<file path="src/rtl/bus_bridge_demux_if.sv">
// CPU-side and target-side signal bundle for the data-bus bridge.
// slave  : the bridge itself (consumes CPU requests and target responses)
// master : the environment driving CPU requests and modelling the targets
interface bus_bridge_demux_if;
  logic         cpu_req;
  logic         cpu_we;
  logic [31:0]  cpu_addr;
  logic [31:0]  cpu_wdata;
  logic [3:0]   cpu_be;
  logic         cpu_busy;
  logic         cpu_ack;
  logic [31:0]  cpu_rdata;
  logic         cpu_err;

  logic [3:0]   tgt_sel;
  logic         tgt_we;
  logic [31:0]  tgt_addr;
  logic [31:0]  tgt_wdata;
  logic [3:0]   tgt_be;
  logic [3:0]   tgt_ack;
  logic [127:0] tgt_rdata;

  modport slave (
    input  cpu_req, cpu_we, cpu_addr, cpu_wdata, cpu_be,
    output cpu_busy, cpu_ack, cpu_rdata, cpu_err,
    output tgt_sel, tgt_we, tgt_addr, tgt_wdata, tgt_be,
    input  tgt_ack, tgt_rdata
  );

  modport master (
    output cpu_req, cpu_we, cpu_addr, cpu_wdata, cpu_be,
    input  cpu_busy, cpu_ack, cpu_rdata, cpu_err,
    input  tgt_sel, tgt_we, tgt_addr, tgt_wdata, tgt_be,
    output tgt_ack, tgt_rdata
  );
endinterface

</file>
<file path="src/rtl/bus_bridge_demux.sv">
// Data-bus bridge: decodes one CPU access to one of four targets (DM, TC0,
// TC1, INT regs), waits for that target's ack or a timeout, and returns the
// selected target's read data. One access in flight at a time.
//
//  state   | meaning
//  --------+----------------------------------------------------------
//  IDLE    | waiting for cpu_req; decode happens on the accepting edge
//  REQ     | tgt_sel asserted, waiting for selected ack or timeout
//  RESP    | cpu_ack high for this single cycle, rdata/err valid
module bus_bridge_demux #(
  parameter logic [31:0] T0_BASE = 32'h0000_0000,
  parameter logic [31:0] T0_LAST = 32'h0000_2FFF,
  parameter logic [31:0] T1_BASE = 32'h0000_7F00,
  parameter logic [31:0] T1_LAST = 32'h0000_7F0B,
  parameter logic [31:0] T2_BASE = 32'h0000_7F10,
  parameter logic [31:0] T2_LAST = 32'h0000_7F1B,
  parameter logic [31:0] T3_BASE = 32'h0000_7F20,
  parameter logic [31:0] T3_LAST = 32'h0000_7F23,
  parameter int unsigned TIMEOUT = 15
) (
  input  logic             clk,
  input  logic             reset,
  bus_bridge_demux_if.slave bus
);

  typedef enum logic [1:0] {
    ST_IDLE = 2'd0,
    ST_REQ  = 2'd1,
    ST_RESP = 2'd2
  } state_t;

  localparam int CNT_W = (TIMEOUT > 1) ? $clog2(TIMEOUT) : 1;
  localparam logic [CNT_W-1:0] CNT_LAST = CNT_W'(TIMEOUT - 1);

  state_t state_q, state_d;

  logic [CNT_W-1:0] cnt_q,   cnt_d;
  logic [3:0]       sel_q,   sel_d;
  logic             we_q,    we_d;
  logic [31:0]      addr_q,  addr_d;
  logic [31:0]      wdata_q, wdata_d;
  logic [3:0]       be_q,    be_d;
  logic             ack_q,   ack_d;
  logic [31:0]      rdata_q, rdata_d;
  logic             err_q,   err_d;
  logic             busy_q,  busy_d;

  logic [3:0]  in_range;
  logic [3:0]  hit_sel;
  logic        hit;
  logic        sel_ack;
  logic        timed_out;
  logic [31:0] rd_slice;

  // Address decode; offset-from-base compare keeps each range check to one
  // unsigned comparison, and the if-chain gives the lowest index priority.
  always_comb begin
    in_range[0] = (bus.cpu_addr - T0_BASE) <= (T0_LAST - T0_BASE);
    in_range[1] = (bus.cpu_addr - T1_BASE) <= (T1_LAST - T1_BASE);
    in_range[2] = (bus.cpu_addr - T2_BASE) <= (T2_LAST - T2_BASE);
    in_range[3] = (bus.cpu_addr - T3_BASE) <= (T3_LAST - T3_BASE);
    hit_sel = 4'b0000;
    if (bus.cpu_addr[1:0] == 2'b00) begin
      if (in_range[0])      hit_sel = 4'b0001;
      else if (in_range[1]) hit_sel = 4'b0010;
      else if (in_range[2]) hit_sel = 4'b0100;
      else if (in_range[3]) hit_sel = 4'b1000;
    end
  end

  assign hit       = |hit_sel;
  assign sel_ack   = |(bus.tgt_ack & sel_q);
  assign timed_out = (cnt_q == CNT_LAST);

  // Read-return mux driven by the latched one-hot select.
  always_comb begin
    rd_slice = 32'h0;
    for (int i = 0; i < 4; i++) begin
      if (sel_q[i]) rd_slice = rd_slice | bus.tgt_rdata[32*i +: 32];
    end
  end

  // State register.
  always_ff @(posedge clk or posedge reset) begin
    if (reset) state_q <= ST_IDLE;
    else       state_q <= state_d;
  end

  // Next-state logic.
  always_comb begin
    state_d = state_q;
    case (state_q)
      ST_IDLE: if (bus.cpu_req) state_d = hit ? ST_REQ : ST_RESP;
      ST_REQ:  if (sel_ack || timed_out) state_d = ST_RESP;
      ST_RESP: state_d = ST_IDLE;
      default: state_d = ST_IDLE;
    endcase
  end

  // Output/datapath next values; an ack on the selected target beats a
  // simultaneous timeout because it is tested first.
  always_comb begin
    cnt_d   = cnt_q;
    sel_d   = sel_q;
    we_d    = we_q;
    addr_d  = addr_q;
    wdata_d = wdata_q;
    be_d    = be_q;
    ack_d   = 1'b0;
    rdata_d = rdata_q;
    err_d   = err_q;
    busy_d  = (state_d != ST_IDLE);
    case (state_q)
      ST_IDLE: begin
        if (bus.cpu_req) begin
          we_d    = bus.cpu_we;
          addr_d  = bus.cpu_addr;
          wdata_d = bus.cpu_wdata;
          be_d    = bus.cpu_we ? bus.cpu_be : 4'b0000;
          cnt_d   = '0;
          if (hit) begin
            sel_d = hit_sel;
          end else begin
            rdata_d = 32'h0;
            err_d   = 1'b1;
            ack_d   = 1'b1;
          end
        end
      end
      ST_REQ: begin
        if (sel_ack) begin
          rdata_d = we_q ? 32'h0 : rd_slice;
          err_d   = 1'b0;
          sel_d   = 4'b0000;
          ack_d   = 1'b1;
        end else if (timed_out) begin
          rdata_d = 32'h0;
          err_d   = 1'b1;
          sel_d   = 4'b0000;
          ack_d   = 1'b1;
        end else begin
          cnt_d = cnt_q + 1'b1;
        end
      end
      default: ;
    endcase
  end

  // Registered outputs and latched access fields.
  always_ff @(posedge clk or posedge reset) begin
    if (reset) begin
      cnt_q   <= '0;
      sel_q   <= 4'b0000;
      we_q    <= 1'b0;
      addr_q  <= 32'h0;
      wdata_q <= 32'h0;
      be_q    <= 4'b0000;
      ack_q   <= 1'b0;
      rdata_q <= 32'h0;
      err_q   <= 1'b0;
      busy_q  <= 1'b0;
    end else begin
      cnt_q   <= cnt_d;
      sel_q   <= sel_d;
      we_q    <= we_d;
      addr_q  <= addr_d;
      wdata_q <= wdata_d;
      be_q    <= be_d;
      ack_q   <= ack_d;
      rdata_q <= rdata_d;
      err_q   <= err_d;
      busy_q  <= busy_d;
    end
  end

  assign bus.cpu_busy  = busy_q;
  assign bus.cpu_ack   = ack_q;
  assign bus.cpu_rdata = rdata_q;
  assign bus.cpu_err   = err_q;
  assign bus.tgt_sel   = sel_q;
  assign bus.tgt_we    = we_q;
  assign bus.tgt_addr  = addr_q;
  assign bus.tgt_wdata = wdata_q;
  assign bus.tgt_be    = be_q;

endmodule
</file>
<file path="src/flat_wrapper.sv">
// flat-port wrapper written by rule: the top's interface ports become plain ports
module bus_bridge_demux_flat 
#(
  parameter logic [31:0] T0_BASE = 32'h0000_0000,
  parameter logic [31:0] T0_LAST = 32'h0000_2FFF,
  parameter logic [31:0] T1_BASE = 32'h0000_7F00,
  parameter logic [31:0] T1_LAST = 32'h0000_7F0B,
  parameter logic [31:0] T2_BASE = 32'h0000_7F10,
  parameter logic [31:0] T2_LAST = 32'h0000_7F1B,
  parameter logic [31:0] T3_BASE = 32'h0000_7F20,
  parameter logic [31:0] T3_LAST = 32'h0000_7F23,
  parameter int unsigned TIMEOUT = 15
)
  (clk, reset, bus_cpu_req, bus_cpu_we, bus_cpu_addr, bus_cpu_wdata, bus_cpu_be, bus_cpu_busy, bus_cpu_ack, bus_cpu_rdata, bus_cpu_err, bus_tgt_sel, bus_tgt_we, bus_tgt_addr, bus_tgt_wdata, bus_tgt_be, bus_tgt_ack, bus_tgt_rdata);
  bus_bridge_demux_if bus_i ();
  input  logic clk;
  input  logic reset;
  input wire logic [$bits(bus_i.cpu_req)-1:0] bus_cpu_req;
  input wire logic [$bits(bus_i.cpu_we)-1:0] bus_cpu_we;
  input wire logic [$bits(bus_i.cpu_addr)-1:0] bus_cpu_addr;
  input wire logic [$bits(bus_i.cpu_wdata)-1:0] bus_cpu_wdata;
  input wire logic [$bits(bus_i.cpu_be)-1:0] bus_cpu_be;
  output wire logic [$bits(bus_i.cpu_busy)-1:0] bus_cpu_busy;
  output wire logic [$bits(bus_i.cpu_ack)-1:0] bus_cpu_ack;
  output wire logic [$bits(bus_i.cpu_rdata)-1:0] bus_cpu_rdata;
  output wire logic [$bits(bus_i.cpu_err)-1:0] bus_cpu_err;
  output wire logic [$bits(bus_i.tgt_sel)-1:0] bus_tgt_sel;
  output wire logic [$bits(bus_i.tgt_we)-1:0] bus_tgt_we;
  output wire logic [$bits(bus_i.tgt_addr)-1:0] bus_tgt_addr;
  output wire logic [$bits(bus_i.tgt_wdata)-1:0] bus_tgt_wdata;
  output wire logic [$bits(bus_i.tgt_be)-1:0] bus_tgt_be;
  input wire logic [$bits(bus_i.tgt_ack)-1:0] bus_tgt_ack;
  input wire logic [$bits(bus_i.tgt_rdata)-1:0] bus_tgt_rdata;
  assign bus_i.cpu_req = bus_cpu_req;
  assign bus_i.cpu_we = bus_cpu_we;
  assign bus_i.cpu_addr = bus_cpu_addr;
  assign bus_i.cpu_wdata = bus_cpu_wdata;
  assign bus_i.cpu_be = bus_cpu_be;
  assign bus_cpu_busy = bus_i.cpu_busy;
  assign bus_cpu_ack = bus_i.cpu_ack;
  assign bus_cpu_rdata = bus_i.cpu_rdata;
  assign bus_cpu_err = bus_i.cpu_err;
  assign bus_tgt_sel = bus_i.tgt_sel;
  assign bus_tgt_we = bus_i.tgt_we;
  assign bus_tgt_addr = bus_i.tgt_addr;
  assign bus_tgt_wdata = bus_i.tgt_wdata;
  assign bus_tgt_be = bus_i.tgt_be;
  assign bus_i.tgt_ack = bus_tgt_ack;
  assign bus_i.tgt_rdata = bus_tgt_rdata;
  bus_bridge_demux #(.T0_BASE(T0_BASE), .T0_LAST(T0_LAST), .T1_BASE(T1_BASE), .T1_LAST(T1_LAST), .T2_BASE(T2_BASE), .T2_LAST(T2_LAST), .T3_BASE(T3_BASE), .T3_LAST(T3_LAST), .TIMEOUT(TIMEOUT)) u_core (.clk(clk), .reset(reset), .bus(bus_i));
endmodule
</file>
<file path="config.mk">
export PLATFORM = sky130hd
export DESIGN_NAME = bus_bridge_demux_flat
export DESIGN_NICKNAME = d
export VERILOG_FILES = /design/src/rtl/bus_bridge_demux_if.sv /design/src/rtl/bus_bridge_demux.sv /design/src/flat_wrapper.sv
export SDC_FILE = /design/constraint.sdc
export NUM_CORES = 1
export LEC_CHECK = 0
export ABC_AREA = 0
export BUFFER_PORTS_ARGS = -buffer_cell sky130_fd_sc_hd__buf_2
export CAP_MARGIN = 20
export CORE_UTILIZATION = 43
export CTS_BUF_LIST = sky130_fd_sc_hd__clkbuf_2
export CTS_CLUSTER_SIZE = 25
export DETAILED_ROUTE_END_ITERATION = 10
export PLACE_DENSITY_LB_ADDON = 0.25
export SYNTH_ARGS = -nofsm -noshare
export SYNTH_HDL_FRONTEND = slang
export SYNTH_SLANG_ARGS = --single-unit
</file>
<file path="constraint.sdc">
create_clock -name clk -period 3.3 [get_ports clk]
set_input_delay 0.33 -clock clk [delete_from_list [all_inputs] [get_ports clk]]
set_output_delay 0.33 -clock clk [all_outputs]
set_load 0.01 [all_outputs]
</file>
# Word level (Yosys, flattened, before mapping)
# Index checks and enable logic that the tools add are counted.
# totals
wordCells,81
output_inout_bits,108
reg_bits,114
in_bits,204
# classes
n_bitwise,4
n_reduce_logical,11
eq_ne,8
addsub,4
n_lt_le_gt_ge,4
n_mux,39
# ops
op,n
two-way mux 32 bit,9
bitwise OR 32 bit,3
subtractor 32 x 15 -> 32 bit (second input constant),3
<= comparator 32 x 4 -> 1 bit (second input constant),2
case mux 32 bit (2 select lines),1
two-way mux 4 bit,13
<= comparator 32 x 14 -> 1 bit (second input constant),1
<= comparator 32 x 2 -> 1 bit (second input constant),1
case mux 4 bit (2 select lines),2
AND reduction 4 bit,3
two-way mux 1 bit,8
inequality test 2 bit (second input constant),4
OR reduction 4 bit,2
two-way mux 2 bit,3
adder 4 x 1 -> 4 bit (second input constant),1
AND 4 bit,1
== test 4 bit (second input constant),1
zero test 2 bit,2
case mux 1 bit (2 select lines),2
case mux 2 bit (2 select lines),1
nonzero test 2 bit,2
inequality test 3 x 1 -> 1 bit (second input constant),1
== test 2 x 1 -> 1 bit (second input constant),1
inequality test 2 x 1 -> 1 bit (second input constant),1
other kinds (2),2

# Depth between registers and ports, before layout
# depth
ltp_word,12
depth_mapped,12
depth_no_buf,10

# Worst setup path after synthesis
# OpenSTA, ideal clock, no wires.
# synth_timing
kind,input -> register
start,input port bus_cpu_addr[16]
end,"register u_core.sel_q[3], in the netlist u_core.bus.tgt_sel[3]"
n_path_buf,3
stages,11
setup_slack_ns,0.248
required_ns,3.174
setup_ns,0.126
arrival_ns,2.926
path_cell_list,buf_6 -> or3_1 -> buf_6 -> or4_1 -> clkbuf_1 -> nor3_1 -> xor2_1 -> or4_1 -> nor3_4 -> nor4_4 -> a221o_1
# synth_via
elab_chain_cells,10
elab_cells_between_ends,18
cone_classes,add/sub: 3; order compare: 4; eq/ne: 1; mux: 8; reduce/logical: 2
# synth_lines
item,line,text
"start, declared",flat_wrapper.sv:20,input wire logic [$bits(bus_i.cpu_addr)-1:0] bus_cpu_addr;
subtractor 32 x 15 -> 32 bit,bus_bridge_demux.sv:61,in_range[3] = (bus.cpu_addr - T3_BASE) <= (T3_LAST - T3_BASE);
<= comparator 32 x 2 -> 1 bit,bus_bridge_demux.sv:61,
two-way mux 4 bit,bus_bridge_demux.sv:67,else if (in_range[3]) hit_sel = 4'b1000;
two-way mux 4 bit,bus_bridge_demux.sv:66,else if (in_range[2]) hit_sel = 4'b0100;
two-way mux 4 bit,bus_bridge_demux.sv:65,else if (in_range[1]) hit_sel = 4'b0010;
two-way mux 4 bit *,bus_bridge_demux.sv:64,if (in_range[0]) hit_sel = 4'b0001;
two-way mux 4 bit *,bus_bridge_demux.sv:63,if (bus.cpu_addr[1:0] == 2'b00) begin
OR reduction 4 bit / two-way mux 4 bit (equally long branches),"bus_bridge_demux.sv:71, bus_bridge_demux.sv:121",
inequality test 2 x 1 -> 1 bit (no source line) / two-way mux 4 bit (equally long branches),--,
AND reduction 4 bit (no source line) / case mux 4 bit (2 select lines) (equally long branches),--,
"end signal, assigned",bus_bridge_demux.sv:164,sel_q <= sel_d;
"end, declared",bus_bridge_demux.sv:38,"logic [3:0] sel_q, sel_d;"
# Every way passes the cells marked *; elsewhere a longest branch is shown, timed or not. The select of a mux whose other input is x is not followed.
# A chain may end at the register's enable or synchronous reset.

# Final worst setup path
# layout_timing
start,input port bus_cpu_addr[15]
end,"register u_core.sel_q[0], in the netlist u_core.bus.tgt_sel[0]"
# layout_via
elab_chain_cells,10
elab_cells_between_ends,18
cone_classes,add/sub: 3; order compare: 4; eq/ne: 1; mux: 8; reduce/logical: 2
# layout_lines
item,line,text
subtractor 32 x 15 -> 32 bit,bus_bridge_demux.sv:61,
<= comparator 32 x 2 -> 1 bit,bus_bridge_demux.sv:61,
two-way mux 4 bit,bus_bridge_demux.sv:67,
two-way mux 4 bit,bus_bridge_demux.sv:66,
two-way mux 4 bit,bus_bridge_demux.sv:65,
two-way mux 4 bit *,bus_bridge_demux.sv:64,
two-way mux 4 bit *,bus_bridge_demux.sv:63,
OR reduction 4 bit,bus_bridge_demux.sv:71,assign hit = |hit_sel;
inequality test 2 x 1 -> 1 bit (no source line),--,
AND reduction 4 bit (no source line),--,
# Marked as above.

==> impl_results.md <==
- CTS sink count: 114
- Vias in the first global route: 6659
- Fmax: 309 MHz
- Syn nets: 926
- Worst endpoint required time: 3840 ps
- Clock tree buffer depth: 2
- Yosys synthesis warning count: 0
- Fin crit share: 98.1%
- Min Tclk post-route: 3240 ps
- CP startpoint kind: input pin
- Initial antenna violation count: 1
- Class of the worst hold path: in -> reg
- GR Util All Layers: 29.1%
- Type of element capturing the critical path: register
- Gp weighted congestion: 0.939
- Share of cells above drive strength 1: 36.4%
- Maximum vdd ir drop: 289 uV
- Sequential area share after synthesis: 46.7%
- CTS tree: built
- H-Tree Level Count: 4
- Mapped Cells: 719
- WL final: 21600 um
- Final Instance Count excl. Fillers: 1301
- Post-Syn Area: 6110 um^2
- Via-per-instance ratio: 5.43
- Number of synthesized flops with an enable pin: 0
- Avg Inst Size Synth: 8.50 um^2
- Most used DFF post-synth: dfrtp_1
- Most common cell on crit path: buf_4
- ANT nets after route: 0
- Leakage power: 4.57 nW
- Vias: 7058
- Number of port buffers: 311
- Largest net degree at the start of global routing: 53
- Finished Cell Area: 8850 um^2
- Avg WL per Cell: 16.6 um
- Iteration-0 DRC Markers: 483
- PD cells: 357 nW/um^2
- Placed cell count: 1191
- Row cnt: 43
- Worst-path cell chain: dlygate4sd3_1 -> buf_2 -> buf_4 -> or4_1 -> or3_1 -> a221oi_2 -> nand4_1 -> nor4_1 -> a21o_2 -> buf_4 -> nor4_4 -> a211o_1
- Setup violators final: 0
- Die X: 121 um
- Core box area: 13900 um^2
- Max-capacitance violation count: 0
- Worst EP arrival: 3780 ps
- Gr ovfl total: 0
- Worst Tran Pin Value: 751 ps
- Chip Height: 121 um
- 1st-pass router iterations: 6
- Area delta synth->final: 44.9%
- Setup Skew: 46.4 ps
- CP Buf/Inv Count: 4
- Root Driver: clkbuf_2
- I/O pins: 312
- Residual DRC: 0
- Slowest-stage cell, CP: or4_1
- Clk pin slew, worst setup/hold paths: 150 ps
- Post-synthesis cell type count: 62
- Die ar.: 14700 um^2
- Async SR Flop Fraction: 100%
- Post-cts gate resize count: 0
- Final core occ: 63.8%
- First-pass GRT wire length: 33000 um
- CTS buffer count: 17
- WS Path Type: in -> reg
- Status: completed
- Cells on worst reg2reg path: 8
- RSZ-0062 raised after global routing: false
- Final Hold Fails: 0
- Synth Register Bits: 114
- Starting density of the core: 44.0%
- Largest delay share family, worst path: simple AND/OR/NAND/NOR gates
- Max stage delay on crit path: 680 ps
- CP Max Fanout: 12
- Placed inst area: 7930 um^2
- Post-detail-place hpwl: 14900 um
- Fin nets: 1313
- Hold Path Stages: 5
- Max Slew Vio Count: 0
- Worst path depth: 12
- Worst-Skew Late Latency: 670 ps
- Slew margin rel.: 49.6%
synth_stat cells, types with 5 or more instances:
| cell type | number | area (um^2) |
|---|---|---|
| nand2_1 | 207 | 777 |
| dfrtp_1 | 114 | 2850 |
| a21oi_1 | 72 | 360 |
| a22oi_1 | 66 | 495 |
| clkbuf_1 | 40 | 150 |
| nor2_1 | 36 | 135 |
| o21ai_0 | 20 | 100 |
| nor3_1 | 13 | 65.1 |
| nand3_1 | 11 | 55.1 |
| nor2_2 | 10 | 62.6 |
| nand4_1 | 9 | 56.3 |
| inv_1 | 8 | 30.0 |
| nor4_1 | 7 | 43.8 |
| buf_6 | 6 | 67.6 |
| a211oi_1 | 5 | 37.5 |
| and3_1 | 5 | 31.3 |
| or3_1 | 5 | 31.3 |
| or4_1 | 5 | 37.5 |
layer usage:
layer	part of all wire [%]	vias to the layer above	routed length [um]	global-route usage, %
met1	41	3317	8800	37.0
li1	-	3323	-	-
met5	0	-	0	0
met2	48	375	10400	46.9
met3	8.8	43	1900	7.52
met4	2.5	0	550	12.3
power breakdown:
part           internal [mW]  switching, mW  leakage (nW)
clock                  0.199          0.497         0.124
sequential              1.51         0.0659          1.47
combinational          0.398          0.489          2.98
registers in the layout (all words and copies together), names as in the netlist:
name	cells
u_core.bus.cpu_ack	1
u_core.bus.cpu_busy	1
u_core.bus.cpu_err	1
u_core.bus.cpu_rdata	32
u_core.bus.tgt_addr	32
u_core.bus.tgt_be	4
u_core.bus.tgt_sel	4
u_core.bus.tgt_wdata	32
u_core.bus.tgt_we	1
u_core.cnt_q	4
u_core.state_q	2
path summary, 6_finish.rpt:
check | from | endpoint | slack (ps)
worst min-delay path | bus_tgt_rdata[86] | u_core.bus.cpu_rdata[22] | 110
worst max register to register | u_core.bus.tgt_sel[2] | u_core.bus.cpu_rdata[16] | 950
worst max-delay path | bus_cpu_addr[15] | u_core.bus.tgt_sel[0] | 60
min in group asynchronous | reset | u_core.bus.tgt_addr[14] | 260
worst min register to register | u_core.bus.tgt_be[3] | u_core.bus.tgt_be[3] | 480
max in group asynchronous | reset | u_core.bus.cpu_rdata[11] | 2280
area by class of cell:
type	instances	area, um^2
sequential	114	2850
timing repair buffer	423	2610
multi-input combinational	542	2970
fill	1231	5030
clock inverter	9	41.3
antenna	2	5.00
clock buffer	23	115
inverter	8	33.8
tap	180	225
what timing repair did:
| action | in CTS | in global routing |
|---|---|---|
| hold buffers | 75 | 0 |
| endpoints found under the hold margin | 97 | 0 |
| buffers inserted | 0 | 0 |
| setup endpoints to repair | 0 | 15 |
worst register-to-register path, cell delays in order, from the launching register on:
cell and delay [ps]:
dfrtp_1 420, a22oi_1 170, nand2_1 90, dlygate4sd3_1 560
nand2_1 90, or2_2 540, a21oi_1 130, a21oi_1 200
nor2_2 40
through the flow:
step	power (mW)	hold WS [ps]	worst slack (ps)	setup TNS, ps
2_1_floorplan	2.03	435	248	0
3_3_place_gp	2.39	444	-116	-1630
3_5_place_dp	2.40	448	-151	-2240
4_1_cts	3.18	2.30	67.8	0
5_1_grt	3.38	24.1	19.8	0
6_report	3.16	106	64.0	0
cells by family after synthesis:
group,synth area share [%]
buffers and inverters,5.02
flip-flops,46.7
AO/OA/AOI/OAI,20.8
AND/OR/NAND/NOR,25.0
XOR/XNOR,1.00
multiplexers,0.840
adder cells (fa/ha/maj),0.615
placed cells by master (no fill, tap or decap), types with 4 or more instances in the layout:
| cell type | synthesis | routed |
|---|---|---|
| a2111oi_0 | 4 | 4 |
| buf_4 | 2 | 35 |
| or4_1 | 5 | 5 |
| xor2_1 | 4 | 4 |
| and3_1 | 5 | 5 |
| clkinv_2 | 0 | 6 |
| buf_2 | 3 | 311 |
| nor4_1 | 7 | 7 |
| mux2i_1 | 4 | 4 |
| a211oi_1 | 5 | 5 |
| a22oi_1 | 66 | 66 |
| nor2_2 | 10 | 10 |
| inv_1 | 8 | 7 |
| o31ai_1 | 4 | 4 |
| nand4_1 | 9 | 9 |
| nand2_1 | 207 | 207 |
| dfrtp_1 | 114 | 114 |
| o21ai_0 | 20 | 20 |
| dlygate4sd3_1 | 1 | 75 |
| or3_1 | 5 | 5 |
| nand3_1 | 11 | 11 |
| a21oi_1 | 72 | 72 |
| nor2_1 | 36 | 36 |
| clkbuf_2 | 0 | 23 |
| nor3_1 | 13 | 13 |
(Power assumes the default switching activity.)
